===== src/rtl/gmac_tx_arbiter.sv =====
`timescale 1ns/1ps
// gmac_tx_arbiter: three-source round-robin arbiter in front of one GMAC
// transmit byte stream, with inter-frame gap and stalled-frame abort.
module gmac_tx_arbiter #(
  parameter int unsigned IFG_CYCLES = 12,
  parameter int unsigned TIMEOUT    = 2048,
  parameter int unsigned CNT_W      = 16
) (
  input  logic             CLK,
  input  logic             RST,
  input  logic [2:0]       ReqIn,
  input  logic             ValIn0,
  input  logic             ValIn1,
  input  logic             ValIn2,
  input  logic             SoFIn0,
  input  logic             SoFIn1,
  input  logic             SoFIn2,
  input  logic             EoFIn0,
  input  logic             EoFIn1,
  input  logic             EoFIn2,
  input  logic [7:0]       DataIn0,
  input  logic [7:0]       DataIn1,
  input  logic [7:0]       DataIn2,
  output logic [2:0]       ReqConfirm,
  output logic             ValOut,
  output logic             SoFOut,
  output logic             EoFOut,
  output logic [7:0]       DataOut,
  output logic             AbortOut,
  output logic             Busy,
  output logic [CNT_W-1:0] TimeoutCount
);

  localparam int unsigned IW = $clog2(TIMEOUT);
  localparam logic [IW-1:0] IDLE_LAST = IW'(TIMEOUT - 1);
  localparam int unsigned GW = (IFG_CYCLES > 1) ? $clog2(IFG_CYCLES) : 1;
  localparam logic [GW-1:0] GAP_LOAD = (IFG_CYCLES > 0) ? GW'(IFG_CYCLES - 1) : '0;

  typedef enum logic [1:0] {
    IDLE = 2'd0,
    XFER = 2'd1,
    GAP  = 2'd2
  } state_t;

  state_t           r_state;
  logic [1:0]       r_last;
  logic [1:0]       r_sel;
  logic [2:0]       r_grant;
  logic [IW-1:0]    r_idle_cnt;
  logic [GW-1:0]    r_gap_cnt;
  logic             r_val;
  logic             r_sof;
  logic             r_eof;
  logic             r_abort;
  logic [7:0]       r_data;
  logic [CNT_W-1:0] r_tcount;

  logic       w_found;
  logic [1:0] w_sel;
  logic [1:0] w_idx;
  logic       w_val;
  logic       w_sof;
  logic       w_eof;
  logic [7:0] w_data;

  // Round-robin pick: scan upward from the source after the last grant, with wrap.
  always_comb begin
    w_found = 1'b0;
    w_sel   = 2'd0;
    w_idx   = r_last;
    for (int unsigned i = 0; i < 3; i++) begin
      w_idx = (w_idx == 2'd2) ? 2'd0 : w_idx + 2'd1;
      if (!w_found && ReqIn[w_idx]) begin
        w_found = 1'b1;
        w_sel   = w_idx;
      end
    end
  end

  // Select the granted source's stream; other sources are never looked at.
  always_comb begin
    w_val  = 1'b0;
    w_sof  = 1'b0;
    w_eof  = 1'b0;
    w_data = '0;
    case (r_sel)
      2'd0: begin
        w_val  = ValIn0;
        w_sof  = SoFIn0;
        w_eof  = EoFIn0;
        w_data = DataIn0;
      end
      2'd1: begin
        w_val  = ValIn1;
        w_sof  = SoFIn1;
        w_eof  = EoFIn1;
        w_data = DataIn1;
      end
      default: begin
        w_val  = ValIn2;
        w_sof  = SoFIn2;
        w_eof  = EoFIn2;
        w_data = DataIn2;
      end
    endcase
  end

  // Arbitration FSM with registered grant, stream outputs and abort statistics.
  always_ff @(posedge CLK) begin
    if (RST) begin
      r_state    <= IDLE;
      r_last     <= 2'd2;
      r_sel      <= 2'd0;
      r_grant    <= '0;
      r_idle_cnt <= '0;
      r_gap_cnt  <= '0;
      r_val      <= 1'b0;
      r_sof      <= 1'b0;
      r_eof      <= 1'b0;
      r_abort    <= 1'b0;
      r_data     <= '0;
      r_tcount   <= '0;
    end else begin
      case (r_state)
        IDLE: begin
          r_val   <= 1'b0;
          r_sof   <= 1'b0;
          r_eof   <= 1'b0;
          r_abort <= 1'b0;
          r_data  <= '0;
          if (w_found) begin
            r_sel      <= w_sel;
            r_last     <= w_sel;
            r_grant    <= 3'b001 << w_sel;
            r_idle_cnt <= '0;
            r_state    <= XFER;
          end
        end
        XFER: begin
          r_val   <= w_val;
          r_sof   <= w_sof;
          r_eof   <= w_eof;
          r_data  <= w_data;
          r_abort <= 1'b0;
          if (w_val) begin
            r_idle_cnt <= '0;
          end else begin
            r_idle_cnt <= r_idle_cnt + 1'b1;
          end
          // A valid EoF is tested first so it wins over a coincident timeout.
          if (w_val && w_eof) begin
            r_grant <= '0;
            if (IFG_CYCLES == 0) begin
              r_state <= IDLE;
            end else begin
              r_state   <= GAP;
              r_gap_cnt <= GAP_LOAD;
            end
          end else if (!w_val && (r_idle_cnt == IDLE_LAST)) begin
            r_val   <= 1'b1;
            r_sof   <= 1'b0;
            r_eof   <= 1'b1;
            r_abort <= 1'b1;
            r_data  <= '0;
            r_grant <= '0;
            if (r_tcount != '1) begin
              r_tcount <= r_tcount + 1'b1;
            end
            if (IFG_CYCLES == 0) begin
              r_state <= IDLE;
            end else begin
              r_state   <= GAP;
              r_gap_cnt <= GAP_LOAD;
            end
          end
        end
        GAP: begin
          r_val   <= 1'b0;
          r_sof   <= 1'b0;
          r_eof   <= 1'b0;
          r_abort <= 1'b0;
          r_data  <= '0;
          if (r_gap_cnt == '0) begin
            r_state <= IDLE;
          end else begin
            r_gap_cnt <= r_gap_cnt - 1'b1;
          end
        end
        default: begin
          r_state <= IDLE;
          r_grant <= '0;
        end
      endcase
    end
  end

  assign ReqConfirm   = r_grant;
  assign ValOut       = r_val;
  assign SoFOut       = r_sof;
  assign EoFOut       = r_eof;
  assign DataOut      = r_data;
  assign AbortOut     = r_abort;
  assign Busy         = (r_state != IDLE);
  assign TimeoutCount = r_tcount;

endmodule


===== config.mk =====
export PLATFORM = sky130hd
export DESIGN_NAME = gmac_tx_arbiter
export DESIGN_NICKNAME = d
export VERILOG_FILES = /design/src/rtl/gmac_tx_arbiter.sv
export SDC_FILE = /design/constraint.sdc
export NUM_CORES = 1
export LEC_CHECK = 0
export ABC_AREA = 1
export BUFFER_PORTS_ARGS = -buffer_cell sky130_fd_sc_hd__buf_4
export CAP_MARGIN = 30
export CORE_ASPECT_RATIO = 1.75
export CORE_MARGIN = 5
export CORE_UTILIZATION = 45
export CTS_CLUSTER_DIAMETER = 80
export DETAILED_ROUTE_END_ITERATION = 10
export GPL_TIMING_DRIVEN = 0
export PLACE_DENSITY = 0.69
export SETUP_SLACK_MARGIN = 0.4
export SYNTH_ARGS = -nofsm -noshare
export SYNTH_HDL_FRONTEND = slang
export SYNTH_SLANG_ARGS = --single-unit

===== constraint.sdc =====
create_clock -name CLK -period 4.4 [get_ports CLK]
set_input_delay 0.44 -clock CLK [delete_from_list [all_inputs] [get_ports CLK]]
set_output_delay 0.44 -clock CLK [all_outputs]
set_load 0.01 [all_outputs]

==> summary by stage <==
STA
The remaining max-slew budget at the tightest pin is 55.6%. The number of pins with negative max-slew slack in the final report is 0. Between clock sinks in the finished design, the worst skew comes to 0.00932 ns. Setup repair after global routing left no endpoint under its margin. Setup violations remaining at the end of the flow were counted as 0.

Static timing analysis puts the maximum clock frequency at 541 MHz. The count of final hold-check violations is 0. The minimum clock period after layout is 1.85 ns. The portion of the clock cycle consumed by the worst path in the final layout is 42.0%.

For the pin with the worst max-slew slack, the measured transition is 0.667 ns. Setup total negative slack on the finished layout was measured at 0 ns. Hold timing on the final database bottoms out at a slack of 0.420 ns.

Worst setup path
The endpoint of the worst register-to-register path is TimeoutCount[4]$_SDFFE_PP0P_. The critical path is of the flop to flop type. The worst setup path is launched from a flop. The worst setup path is captured at a flop.

The reg2reg setup slack is 2.55 ns. The worst register-to-register path begins at r_idle_cnt[0]$_SDFFE_PP0P_. The maximum single-stage delay on the critical path is 0.40 ns. For the worst setup path, the data arrival time is 2.08 ns.

The largest individual stage delay along the critical path comes from the cell sky130_fd_sc_hd__dfxtp_1. Walking the worst path, the cells encountered are ha_1, nand2_1, nor2_4, nand3_2, nor2_4, nand2_4, clkinv_4, nand2_1, a21oi_1. Of all nets on the critical path, the largest fanout is 10. The critical path required time is 4.63 ns. Counting both buffers and inverters, the worst setup path holds a total of 1. Measured in cells, the most critical reg-to-reg path has a length of 9. On the critical path the largest part of the delay comes from simple AND/OR/NAND/NOR gates.

Routing
The total detailed-routing wirelength is 7420 um. The number of search-and-repair iterations in the first detailed-routing pass is 4. After the first detailed-routing iteration, the DRC count stood at 176.

The post-detailed-route wirelength per cell is 13.2 um. The remaining number of nets flagged by the antenna check after routing is 0. In the routed layout, each cell is associated on average with a via count of 5.11. The via count is 2861. The number of remaining DRC errors is 0.

Power
The share of total power dissipated in combinational logic is 41.1%. The part of the total power dissipated in sequential elements is 35.6%. The static leakage is 1.50 nW. In this run the power spent charging and discharging nets is 639 uW. VDD sags by at most 0.000230 V. Net switching is 38.7% of the power. The clock network power share is 23.3%.

Cell internal power was estimated by the tool at 1.01 mW. The areal power density over the cells is 464 nW/um2.

Floorplan
The total die area is 7990 um2. The horizontal die dimension is 69.8 um. The number of ports placed on the die boundary is 70. After floorplanning, the core was divided into 38 placement rows. The core area is 6130 um2.

The starting density of the core is 45.8%. The die outline height is 115 um.

Synth
The total number of yosys warnings is 0. The share of the Yosys chip area taken by registers is 36.3%. The cell area after synthesis is 2810 um2.

The cell count after synthesis came out at 404. When the netlist entered floorplanning its net count stood at 445. After synthesis the netlist holds a flip-flop and latch count of 51. The mean post-synth cell area is 6.96 um2. The netlist uses 40 different library cells.

Place
The congestion estimate from routability-driven global placement came to 0.821. In this run the cell area measured after placement is 3420 um2. During placement, the flow inserted port buffers numbering 68. Detailed placement finished with a half-perimeter wire length of 5720 um.

Clocking
TritonCTS built the clock tree. The H-tree depth is 2. Hold repair after CTS inserted 0 buffers. The total setup buffers inserted after CTS is 0. The number of buffers created by CTS is 5. The number of resized instances in the post-cts repair step is 0. The CTS clock-pin slew for the worst setup and hold paths is 0.10 ns. The tree built by TritonCTS fans out to 51 sinks.

The maximum root-to-sink buffer count is 2. For the worst-skew pair, the clock arrives at the later sink with an insertion delay of 0.30 ns. The cell sitting at the root of the clock tree is a sky130_fd_sc_hd__clkbuf_8.

Finish
The net count of the finished layout is 520. Counting the fill cells in the layout gives 608. The most common cell after layout, fill and taps aside is sky130_fd_sc_hd__nand2_1. The repair_antennas step left the layout with diodes totalling 0. After routing the design area is 3550 um2. The share of cells above drive strength 1 is 23.8%. Compared with the post-synthesis result, the final layout area differs by 26.4%. In the layout the commonest cells are 89 x sky130_fd_sc_hd__nand2_1, 69 x sky130_fd_sc_hd__buf_4, 51 x sky130_fd_sc_hd__dfxtp_1, 47 x sky130_fd_sc_hd__a21oi_1, 41 x sky130_fd_sc_hd__inv_1. Cells fill 58.0% of the core in the end.

Global routing
Entering global routing, the biggest net connects 16 pins. The overall fraction of global-route tracks in use is 18.8%. The initial antenna violation count is 0.

The overflow left after global routing is 0. The number of global-route vias before repair is 2820. The global-route wire length before repair is 12400 um.

Worst hold path
The min-delay analysis places its worst path in the category input pin to flop. The path with the worst hold slack has its endpoint at DataOut[4]$_SDFFE_PP0P_. The count of cells along the worst hold path is 3. The startpoint identified for the worst hold timing path is DataIn2[4].

Flow run
The tool flagged a number of max-cap violations equal to 0.

Outcome
The flow ran to the end, and the final reports show no timing, DRC or antenna violations.
## kinds of logic (layout without fill, tap and decap cells)
logic type	Yosys count	after routing	share of synthesized area, %
simple gates	199	199	35.3
compound gates	89	89	17.3
buf+inv	56	132	7.83
flops	51	51	36.3
xor+xnor	6	6	1.87
fa+ha+maj	3	3	1.34
## how the worst max path moves through the flow
stage	start	cells past startpoint	endpoint
floorplan	r_idle_cnt[0]$_SDFFE_PP0P_	11	ReqConfirm[0]$_SDFFE_PP0P_
global placement	r_idle_cnt[0]$_SDFFE_PP0P_	9	TimeoutCount[15]$_SDFFE_PP0P_
global route	r_idle_cnt[0]$_SDFFE_PP0P_	9	TimeoutCount[14]$_SDFFE_PP0P_
finish	r_idle_cnt[0]$_SDFFE_PP0P_	9	TimeoutCount[4]$_SDFFE_PP0P_
detailed placement	r_idle_cnt[0]$_SDFFE_PP0P_	9	TimeoutCount[15]$_SDFFE_PP0P_
CTS	r_idle_cnt[0]$_SDFFE_PP0P_	9	TimeoutCount[15]$_SDFFE_PP0P_
## routing by layer
| metal | vias up | global-route usage [%] | wire length [um] |
|---|---|---|---|
| met2 | 68 | 35.8 | 3950 |
| met1 | 1287 | 19.9 | 3020 |
| met5 | - | 0 | 0 |
| met4 | 0 | 8.06 | 154 |
| li1 | 1494 | - | - |
| met3 | 12 | 3.43 | 299 |
## power by group through the flow
stage	registers (mW)	logic (mW)	clock network [mW]
3_5_place_dp	0.597	0.682	0
4_1_cts	0.586	0.685	0.393
5_1_grt	0.597	0.762	0.411
3_3_place_gp	0.595	0.669	0
2_1_floorplan	0.602	0.473	0
6_report	0.586	0.678	0.385
## cell type report
type,instances,area (um2),share of cell area [%]
inverter,48,185,5.21
clock inverter,2,60.1,1.69
clock buffer,6,72.6,2.04
timing repair buffer,68,510,14.4
tap,80,100,2.82
sequential,51,1020,28.7
buffer,8,35.0,0.986
multi-input combinational,297,1570,44.2
## sequential cells by signal, summed over array words and instances (netlist names)
register      flops
TimeoutCount     16
r_gap_cnt         4
r_sel             1
EoFOut            1
r_state           2
AbortOut          1
ReqConfirm        3
r_idle_cnt       11
ValOut            1
DataOut           8
r_last            2
SoFOut            1
## per-stage QoR
step	setup slack [ns]	total power, mW	instances
2_1_floorplan	2.83	1.07	404
3_3_place_gp	2.59	1.26	552
3_5_place_dp	2.57	1.28	552
4_1_cts	2.54	1.66	560
5_1_grt	2.36	1.77	560
6_report	2.55	1.65	560
## tightest hold or removal path, delay by kind of cell
family / cells / cell delay [ns]
AOI/OAI and AO/OA: 2 / 0.17
buffers and inverters: 1 / 0.08
## Yosys cell counts
cell / number / area share [%]
sky130_fd_sc_hd__nand2_4: 3 / 1.2
sky130_fd_sc_hd__o22ai_1: 5 / 1.1
sky130_fd_sc_hd__o21ai_2: 1 / 0.31
sky130_fd_sc_hd__o21ai_1: 7 / 1.2
sky130_fd_sc_hd__nor3b_2: 3 / 1.3
sky130_fd_sc_hd__nor3_2: 1 / 0.36
sky130_fd_sc_hd__nor2_2: 3 / 0.67
sky130_fd_sc_hd__clkbuf_1: 5 / 0.67
sky130_fd_sc_hd__o21ai_0: 18 / 3.2
sky130_fd_sc_hd__inv_2: 5 / 0.67
sky130_fd_sc_hd__nor4_1: 4 / 0.89
sky130_fd_sc_hd__xnor2_1: 3 / 0.93
sky130_fd_sc_hd__dfxtp_1: 51 / 36
sky130_fd_sc_hd__inv_1: 41 / 5.5
sky130_fd_sc_hd__a21oi_2: 1 / 0.31
sky130_fd_sc_hd__nor3b_1: 1 / 0.27
sky130_fd_sc_hd__nor3_1: 15 / 2.7
sky130_fd_sc_hd__clkinv_1: 1 / 0.13
sky130_fd_sc_hd__clkinv_4: 1 / 0.31
sky130_fd_sc_hd__buf_4: 1 / 0.27
sky130_fd_sc_hd__o211ai_1: 3 / 0.80
sky130_fd_sc_hd__nand2_2: 7 / 1.6
sky130_fd_sc_hd__a211oi_1: 1 / 0.27
sky130_fd_sc_hd__a31oi_2: 1 / 0.44
sky130_fd_sc_hd__nand3_1: 22 / 3.9
sky130_fd_sc_hd__nor2_8: 2 / 1.4
sky130_fd_sc_hd__nand3_2: 4 / 1.4
sky130_fd_sc_hd__a21oi_1: 47 / 8.4
sky130_fd_sc_hd__a31oi_1: 2 / 0.44
sky130_fd_sc_hd__nor2_4: 3 / 1.2
sky130_fd_sc_hd__buf_1: 1 / 0.13
sky130_fd_sc_hd__nor2_1: 34 / 4.5
sky130_fd_sc_hd__xor2_1: 3 / 0.93
sky130_fd_sc_hd__nand4_2: 1 / 0.44
sky130_fd_sc_hd__nand4_1: 6 / 1.3
sky130_fd_sc_hd__ha_1: 3 / 1.3
sky130_fd_sc_hd__or2_2: 1 / 0.22
sky130_fd_sc_hd__nand2_1: 89 / 12
sky130_fd_sc_hd__buf_2: 1 / 0.18
sky130_fd_sc_hd__o21bai_1: 3 / 0.80
Power figures use the tool's default switching activity.
